[config.mk]
export PLATFORM = sky130hd
export DESIGN_NAME = axil_wr_router
export DESIGN_NICKNAME = d
export VERILOG_FILES = /design/src/rtl/axil_wr_router.sv
export SDC_FILE = /design/constraint.sdc
export NUM_CORES = 1
export LEC_CHECK = 0
export CORE_AREA = 3 3 146 148
export DETAILED_ROUTE_END_ITERATION = 12
export DIE_AREA = 0 0 149 151
export PLACE_DENSITY = 0.61
export SLEW_MARGIN = 30
export SYNTH_ARGS = -nofsm -noshare
export SYNTH_HDL_FRONTEND = slang
export SYNTH_SLANG_ARGS = --single-unit
[constraint.sdc]
create_clock -name aclk -period 2.7 [get_ports aclk]
set_clock_uncertainty 0.05 [all_clocks]
set_input_delay 0.27 -clock aclk [delete_from_list [all_inputs] [get_ports aclk]]
set_output_delay 0.27 -clock aclk [all_outputs]
set_load 0.05 [all_outputs]
[src/rtl/axil_wr_router.sv]
// AXI-Lite write router: one outstanding AW/W/B transaction, address decode to NUMBER_SLAVE regions, DECERR for unmapped writes.
// Optional watchdog on the slave-facing phases: define AXIL_WR_ROUTER_TIMEOUT_EN (returns SLVERR after TIMEOUT_CYCLES).
//
// state | meaning
// IDLE  | accepting master AW and W independently; decode once both are held
// FWD   | presenting AW/W to the selected slave until both handshakes complete
// RESP  | waiting for the selected slave's B response
// BRESP | holding the response on the master B channel until bready
module axil_wr_router #(
  parameter int NUMBER_SLAVE   = 4,
  parameter int AXI_ADDR_WIDTH = 32,
  parameter int AXI_DATA_WIDTH = 32,
  parameter logic [AXI_ADDR_WIDTH-1:0] AXI_ADDR_OFFSET [NUMBER_SLAVE] = '{default: '0},
  parameter logic [AXI_ADDR_WIDTH-1:0] AXI_ADDR_RANGE  [NUMBER_SLAVE] = '{default: 1},
  parameter int TIMEOUT_CYCLES = 256
) (
  input  logic                                          aclk,
  input  logic                                          aresetn,

  input  logic [AXI_ADDR_WIDTH-1:0]                     m_axil_awaddr,
  input  logic                                          m_axil_awvalid,
  output logic                                          m_axil_awready,
  input  logic [AXI_DATA_WIDTH-1:0]                     m_axil_wdata,
  input  logic [AXI_DATA_WIDTH/8-1:0]                   m_axil_wstrb,
  input  logic                                          m_axil_wvalid,
  output logic                                          m_axil_wready,
  output logic [1:0]                                    m_axil_bresp,
  output logic                                          m_axil_bvalid,
  input  logic                                          m_axil_bready,

  output logic [NUMBER_SLAVE*AXI_ADDR_WIDTH-1:0]        s_axil_awaddr,
  output logic [NUMBER_SLAVE-1:0]                       s_axil_awvalid,
  input  logic [NUMBER_SLAVE-1:0]                       s_axil_awready,
  output logic [NUMBER_SLAVE*AXI_DATA_WIDTH-1:0]        s_axil_wdata,
  output logic [NUMBER_SLAVE*(AXI_DATA_WIDTH/8)-1:0]    s_axil_wstrb,
  output logic [NUMBER_SLAVE-1:0]                       s_axil_wvalid,
  input  logic [NUMBER_SLAVE-1:0]                       s_axil_wready,
  input  logic [NUMBER_SLAVE*2-1:0]                     s_axil_bresp,
  input  logic [NUMBER_SLAVE-1:0]                       s_axil_bvalid,
  output logic [NUMBER_SLAVE-1:0]                       s_axil_bready
);

  localparam int STRB_WIDTH = AXI_DATA_WIDTH / 8;
  localparam int SEL_WIDTH  = (NUMBER_SLAVE > 1) ? $clog2(NUMBER_SLAVE) : 1;

  localparam logic [1:0] RESP_SLVERR = 2'b10;
  localparam logic [1:0] RESP_DECERR = 2'b11;

  typedef enum logic [1:0] {
    IDLE  = 2'd0,
    FWD   = 2'd1,
    RESP  = 2'd2,
    BRESP = 2'd3
  } state_t;

  state_t                    state_q, state_d;
  logic                      aw_cap_q, aw_cap_d;
  logic                      w_cap_q, w_cap_d;
  logic [AXI_ADDR_WIDTH-1:0] addr_q, addr_d;
  logic [AXI_DATA_WIDTH-1:0] data_q, data_d;
  logic [STRB_WIDTH-1:0]     strb_q, strb_d;
  logic [SEL_WIDTH-1:0]      sel_q, sel_d;
  logic                      aw_done_q, aw_done_d;
  logic                      w_done_q, w_done_d;
  logic [1:0]                bresp_q, bresp_d;

  logic                      aw_hs, w_hs;
  logic                      s_aw_hs, s_w_hs, s_b_hs;
  logic [AXI_ADDR_WIDTH-1:0] dec_addr;
  logic                      dec_hit;
  logic [SEL_WIDTH-1:0]      dec_sel;
  logic [NUMBER_SLAVE-1:0]   sel_oh;
  logic [1:0]                sel_bresp;
  logic                      timeout;

  if (NUMBER_SLAVE < 1 || TIMEOUT_CYCLES < 1 || (AXI_DATA_WIDTH % 8) != 0) begin : g_bad_params
    $error("axil_wr_router: illegal parameterisation");
  end

  assign aw_hs   = m_axil_awvalid & m_axil_awready;
  assign w_hs    = m_axil_wvalid & m_axil_wready;
  assign s_aw_hs = |(s_axil_awvalid & s_axil_awready);
  assign s_w_hs  = |(s_axil_wvalid & s_axil_wready);
  assign s_b_hs  = |(s_axil_bvalid & s_axil_bready);

  assign sel_oh    = NUMBER_SLAVE'(1) << sel_q;
  assign sel_bresp = s_axil_bresp[2*sel_q +: 2];

  // Decode the address being captured this cycle so a same-cycle AW+W can leave IDLE immediately.
  assign dec_addr = aw_hs ? m_axil_awaddr : addr_q;

  always_comb begin
    dec_hit = 1'b0;
    dec_sel = '0;
    for (int i = NUMBER_SLAVE - 1; i >= 0; i--) begin
      if (({1'b0, dec_addr} >= {1'b0, AXI_ADDR_OFFSET[i]}) &&
          ({1'b0, dec_addr} <  ({1'b0, AXI_ADDR_OFFSET[i]} + {1'b0, AXI_ADDR_RANGE[i]}))) begin
        dec_hit = 1'b1;
        dec_sel = SEL_WIDTH'(i);
      end
    end
  end

`ifdef AXIL_WR_ROUTER_TIMEOUT_EN
  localparam int TMR_WIDTH = $clog2(TIMEOUT_CYCLES + 1);

  logic [TMR_WIDTH-1:0] tmr_q, tmr_d;

  // Reloaded on every state change; terminal count is reached on the TIMEOUT_CYCLES-th cycle in FWD/RESP.
  always_comb begin
    tmr_d = tmr_q;
    if (state_d != state_q) begin
      tmr_d = TMR_WIDTH'(TIMEOUT_CYCLES - 1);
    end else if (tmr_q != '0) begin
      tmr_d = tmr_q - TMR_WIDTH'(1);
    end
  end

  assign timeout = ((state_q == FWD) || (state_q == RESP)) && (tmr_q == '0);

  always_ff @(posedge aclk or negedge aresetn) begin
    if (!aresetn) begin
      tmr_q <= '0;
    end else begin
      tmr_q <= tmr_d;
    end
  end
`else
  assign timeout = 1'b0;
`endif

  always_ff @(posedge aclk or negedge aresetn) begin
    if (!aresetn) begin
      state_q   <= IDLE;
      aw_cap_q  <= 1'b0;
      w_cap_q   <= 1'b0;
      addr_q    <= '0;
      data_q    <= '0;
      strb_q    <= '0;
      sel_q     <= '0;
      aw_done_q <= 1'b0;
      w_done_q  <= 1'b0;
      bresp_q   <= 2'b00;
    end else begin
      state_q   <= state_d;
      aw_cap_q  <= aw_cap_d;
      w_cap_q   <= w_cap_d;
      addr_q    <= addr_d;
      data_q    <= data_d;
      strb_q    <= strb_d;
      sel_q     <= sel_d;
      aw_done_q <= aw_done_d;
      w_done_q  <= w_done_d;
      bresp_q   <= bresp_d;
    end
  end

  always_comb begin
    state_d   = state_q;
    aw_cap_d  = aw_cap_q;
    w_cap_d   = w_cap_q;
    addr_d    = addr_q;
    data_d    = data_q;
    strb_d    = strb_q;
    sel_d     = sel_q;
    aw_done_d = aw_done_q;
    w_done_d  = w_done_q;
    bresp_d   = bresp_q;
    case (state_q)
      IDLE: begin
        if (aw_hs) begin
          aw_cap_d = 1'b1;
          addr_d   = m_axil_awaddr;
        end
        if (w_hs) begin
          w_cap_d = 1'b1;
          data_d  = m_axil_wdata;
          strb_d  = m_axil_wstrb;
        end
        if (aw_cap_d && w_cap_d) begin
          aw_done_d = 1'b0;
          w_done_d  = 1'b0;
          if (dec_hit) begin
            state_d = FWD;
            sel_d   = dec_sel;
          end else begin
            state_d = BRESP;
            bresp_d = RESP_DECERR;
          end
        end
      end
      FWD: begin
        if (s_aw_hs) aw_done_d = 1'b1;
        if (s_w_hs)  w_done_d  = 1'b1;
        if (aw_done_d && w_done_d) begin
          state_d = RESP;
        end else if (timeout) begin
          state_d = BRESP;
          bresp_d = RESP_SLVERR;
        end
      end
      RESP: begin
        if (s_b_hs) begin
          state_d = BRESP;
          bresp_d = sel_bresp;
        end else if (timeout) begin
          state_d = BRESP;
          bresp_d = RESP_SLVERR;
        end
      end
      BRESP: begin
        if (m_axil_bready) begin
          state_d  = IDLE;
          aw_cap_d = 1'b0;
          w_cap_d  = 1'b0;
        end
      end
      default: state_d = IDLE;
    endcase
  end

  always_comb begin
    m_axil_awready = 1'b0;
    m_axil_wready  = 1'b0;
    m_axil_bvalid  = 1'b0;
    s_axil_awvalid = '0;
    s_axil_wvalid  = '0;
    s_axil_bready  = '0;
    case (state_q)
      IDLE: begin
        m_axil_awready = !aw_cap_q;
        m_axil_wready  = !w_cap_q;
      end
      FWD: begin
        if (!aw_done_q) s_axil_awvalid = sel_oh;
        if (!w_done_q)  s_axil_wvalid  = sel_oh;
      end
      RESP:    s_axil_bready = sel_oh;
      BRESP:   m_axil_bvalid = 1'b1;
      default: ;
    endcase
  end

  assign m_axil_bresp  = bresp_q;
  assign s_axil_awaddr = {NUMBER_SLAVE{addr_q}};
  assign s_axil_wdata  = {NUMBER_SLAVE{data_q}};
  assign s_axil_wstrb  = {NUMBER_SLAVE{strb_q}};

endmodule

## Yosys cells after proc, flatten, opt, wreduce, memory -nomap -nowiden

Cells that the tools add are included.

- Bits of input ports: 93
- Register bits: 76

- Reductions and logical operators: 16
- Bitwise logic cells: 5
- Equality and inequality tests: 8
- Muxes and demuxes: 34
- Order comparisons: 1

Operator list:

| kind | count |
|---|---|
| 32-bit by 1-bit < comparator with 1-bit output, second input constant | 1 |
| 32-bit 2-to-1 mux | 1 |
| 1-bit 2-to-1 mux | 19 |
| 2-bit 2-to-1 mux | 8 |
| 4-bit AND | 3 |
| 4-bit OR reduction | 3 |
| 2-bit inequality test, second input constant | 5 |
| 1-bit case mux with 2 select lines | 4 |
| 2-bit case mux with 4 select lines | 1 |
| 4-bit AND reduction | 2 |
| 2-bit AND reduction | 3 |
| 2-bit nonzero test | 3 |
| 2-bit == test, second input constant | 2 |
| 2-bit case mux with 2 select lines | 1 |
| 1-bit AND | 2 |
| 2-bit by 1-bit == test with 1-bit output, second input constant | 1 |
| 1-bit logical AND | 2 |
| 1-bit logical NOT | 2 |
| 2-bit logical NOT | 1 |

## Depth between registers and ports, before layout

- Word-level depth: 9
- Depth in mapped cells: 8
- Gate-level depth less buffers: 7

## Least setup slack after synthesis

Ideal clock, no wire load.

- Path kind: flip-flop to flip-flop
- From: reg state_q[0]
- To: reg data_q[0]
- Setup slack: 0.177 ns
- Required time: 2.525 ns
- Arrival: 2.348 ns
- Period minus slack after synthesis: 2.523 ns
- Stages on the path, launching flop included: 8
- Buffers on the path: 2
- Setup time: 0.125 ns
- Path through: dfrtp_1 -> inv_1 -> ha_1 -> buf_2 -> nor2b_1 -> nand2_2 -> buf_2 -> mux2_2

- Word-level cells in the longest chain between the ends: 4

RTL lines:

| element | line | text |
|---|---|---|
| start, declared | 56 | `state_t state_q, state_d;` |
| start signal, assigned | 145 | `state_q <= state_d;` |
| 2-bit logical NOT | 229 | `case (state_q)` |
| 1-bit 2-to-1 mux | 229 |  |
| net m_axil_wready | 26 | `output logic m_axil_wready,` |
| 1-bit AND | 81 | `assign w_hs = m_axil_wvalid & m_axil_wready;` |
| 2-bit AND reduction (no line) | - |  |
| end signal, assigned | 149 | `data_q <= data_d;` |
| end, declared | 60 | `logic [AXI_DATA_WIDTH-1:0] data_q, data_d;` |

The timed path passes the listed nets, and every way through them passes these cells.
A chain may end at the register's enable or synchronous reset.

## Worst setup path after layout

- From: reg state_q[1]
- To: out m_axil_awready

- Word-level cells in the longest chain between the ends: 2

RTL lines:

| element | line | text |
|---|---|---|
| 2-bit logical NOT | 229 |  |
| 1-bit 2-to-1 mux | 229 |  |
| end, declared | 22 | `output logic m_axil_awready,` |

Every way passes these cells.

==> results.yml <==
run_status:
  outcome: "finished, final reports clean"
timing:
  report.final.hold_viol_count: 0
  max-slew-margin-rel: 0.617
  period_minus_slack_ns: 2.46
  fraction_of_the_cycle_the_final_worst_path_needs: 0.912
  worstMarginPinSlew_ns: 0.572
  finalSetupViolCount: 0
  final_sum_of_negative_setup_slack_ns: 0
  timing_max_transition_violations_final: 0
  grt_setup_unrepaired: "false"
  clock.fmax_mhz: 406
synthesis:
  synth_top_area_cell: "dfrtp_1"
  yosys.cell_count.top_type: "buf_4"
  combined_area_of_all_synthesized_cells_mm2: 0.00475
  synth_largest_type_area_fraction: 0.400
  netlist_top_cells_area: "dfrtp_1 40%, buf_4 34%, mux2_2 16%, nor4_1 2.1%, ha_1 1.3%"
  yosys_warnings: 0
  dominantRegCellSynth: "dfrtp_1"
  synth_common_cells: "213 x buf_4, 76 x dfrtp_1, 69 x mux2_2"
  synth-edff-count: 0
  ys_seq_elements: 76
  synth-seq-area-share: 0.400
  postSynth.asyncResetShare: 1.00
  synthCells: 434
  ys_types: 26
  synth_area_per_inst_um2: 10.9
finish:
  insertedDiodeCount: 0
  finalNetCount: 693
  final_layout_size_suffix_gt1_frac: 0.152
  layout-area-overhead-vs-synth_pct: 55.9
  num-fill-cells: 1964
critical_path:
  timing.critical_path.fanout_max: 5
  worstSetupStartpointType: "register"
  r2r_end: "m_axil_bresp[1]$_DFFE_PN0P_"
  crit_path_class: "register to output pin"
  endpoint_kind: "output pin"
  reg2reg_setup_slack_ns: 0.55
  crit_required_ns: 2.38
  ff2ff_path_depth: 7
  worst-endpoint-arrival_ns: 2.14
  crit-reg2reg-launch: "state_q[1]$_DFFE_PN0P_"
drt:
  detail-route-antenna-nets: 0
  num_vias: 3410
  route.final.wire_length_mm: 13.8
  iter_0_drt_violations: 70
  drc: 0
  post_drt_via_cell_ratio: 3.92
  post_drt_wl_per_cell_um: 15.9
  drtPass1Iterations: 4
global_route:
  grt_pass1_wl_mm: 20.3
  globalRoute.totalOverflow: 0
  antenna_found_initial: 0
  first_global_vias: 3631
  grt_usage: 0.116
  grt_start_max_net_pins: 41
placement:
  portBuffers: 357
  routabilityCongestion: 0.714
  post-dp-hpwl_mm: 11.1
floorplan:
  die_footprint_mm2: 0.0225
  fp.coreArea_mm2: 0.0202
  floorplan.io_pins: 382
  initial_core_util: 0.235
  die_w_um: 149
  die-height_um: 151
  placement_rows: 52
clocking:
  h_tree_levels: 3
  clk-insertion-delay-late_ns: 0.33
  tritoncts_clock_tree: "yes"
  cts-root-to-sink-buffers: 2
  numCtsBuffers: 9
  clkSinkCount: 76
  clk_pin_slew_worst_paths_ns: 0.06
  cts_root_buffer: "clkbuf_16"
hold_path:
  hold_path_class: "input port to asynchronous set/reset pin"
job:
  cap_violations: 0
-- layout by cell type (no fill, tap or decap), types with 3 or more instances in the layout --
cell type and instances:
nor2b_1 4, clkdlybuf4s50_1 355, dfrtp_1 76, mux2_2 69, nor2_1 3, a21oi_1 7
o22ai_1 3, inv_1 5, nor4_1 16, nand2_1 7, ha_1 5, buf_4 4
conb_1 9, clkbuf_16 9
-- cell type report --
type / instances / area, um2 / share of cell area
multi-input combinational: 141 / 1220 / 0.165
tap: 270 / 338 / 0.0456
clock inverter: 4 / 48.8 / 0.00659
timing repair buffer: 362 / 3630 / 0.490
inverter: 5 / 18.8 / 0.00253
sequential: 76 / 1900 / 0.257
clock buffer: 12 / 246 / 0.0333
-- sequential cells by signal, indices dropped and copies added (netlist names) --
signal,count
aw_cap_q,1
state_q,2
strb_q,4
data_q,32
w_cap_q,1
addr_q,32
w_done_q,1
aw_done_q,1
m_axil_bresp,2
-- worst max-delay path, cell delays in order (launching register included) --
cell and delay (ns):
dfrtp_1 0.42, inv_1 0.12, ha_1 0.29, nor2b_1 0.16, clkdlybuf4s50_1 0.82
-- routing by layer --
| metal | track usage | vias to the layer above | share of wire | routed length [um] |
|---|---|---|---|---|
| met5 | 0 | - | 0 | 0 |
| met4 | 0.0449 | 0 | 0.017 | 230 |
| met3 | 0.0395 | 15 | 0.093 | 1290 |
| met2 | 0.212 | 211 | 0.53 | 7320 |
| met1 | 0.123 | 1630 | 0.36 | 4990 |
| li1 | - | 1554 | - | - |
-- what timing repair did --
action,in CTS,in global routing
hold buffers,1,0
buffers inserted,0,0
setup endpoints to repair,0,1
resized for setup,0,1
hold endpoints to repair,36,0
-- kinds of logic after synthesis --
kind of cell	share of synthesized area
buf+inv	0.348
fa+ha+maj	0.0132
compound gates	0.0213
flops	0.400
mux	0.168
other cells	0.000790
simple gates	0.0479
-- metrics by stage --
step	setup slack (ns)	hold WS, ns	util	area [um2]	instances
finish	0.238	0.409	0.367	7400	870
floorplan	0.177	-0.0756	-	4780	442
global route	0.128	0.435	0.367	7400	870
global placement	0.254	0.427	0.351	7080	852
detailed placement	0.235	0.224	0.352	7100	853
CTS	0.0730	0.406	0.367	7400	870
-- how the worst max path moves through the flow --
stage / slack [ns] / from / endpoint
finish: 0.24 / state_q[1]$_DFFE_PN0P_ / m_axil_awready
global route: 0.13 / state_q[0]$_DFFE_PN0P_ / m_axil_awready
CTS: 0.07 / state_q[0]$_DFFE_PN0P_ / m_axil_wready
detailed placement: 0.24 / m_axil_awaddr[9] / m_axil_bresp[1]$_DFFE_PN0P_
global placement: 0.25 / m_axil_awaddr[20] / m_axil_bresp[0]$_DFFE_PN0P_
floorplan: 0.18 / state_q[0]$_DFFE_PN0P_ / data_q[0]$_DFFE_PN0P_
Power is left out: the tool's default activity adds up to more than one toggle a clock period on the data nets, which glitch-free logic cannot reach.
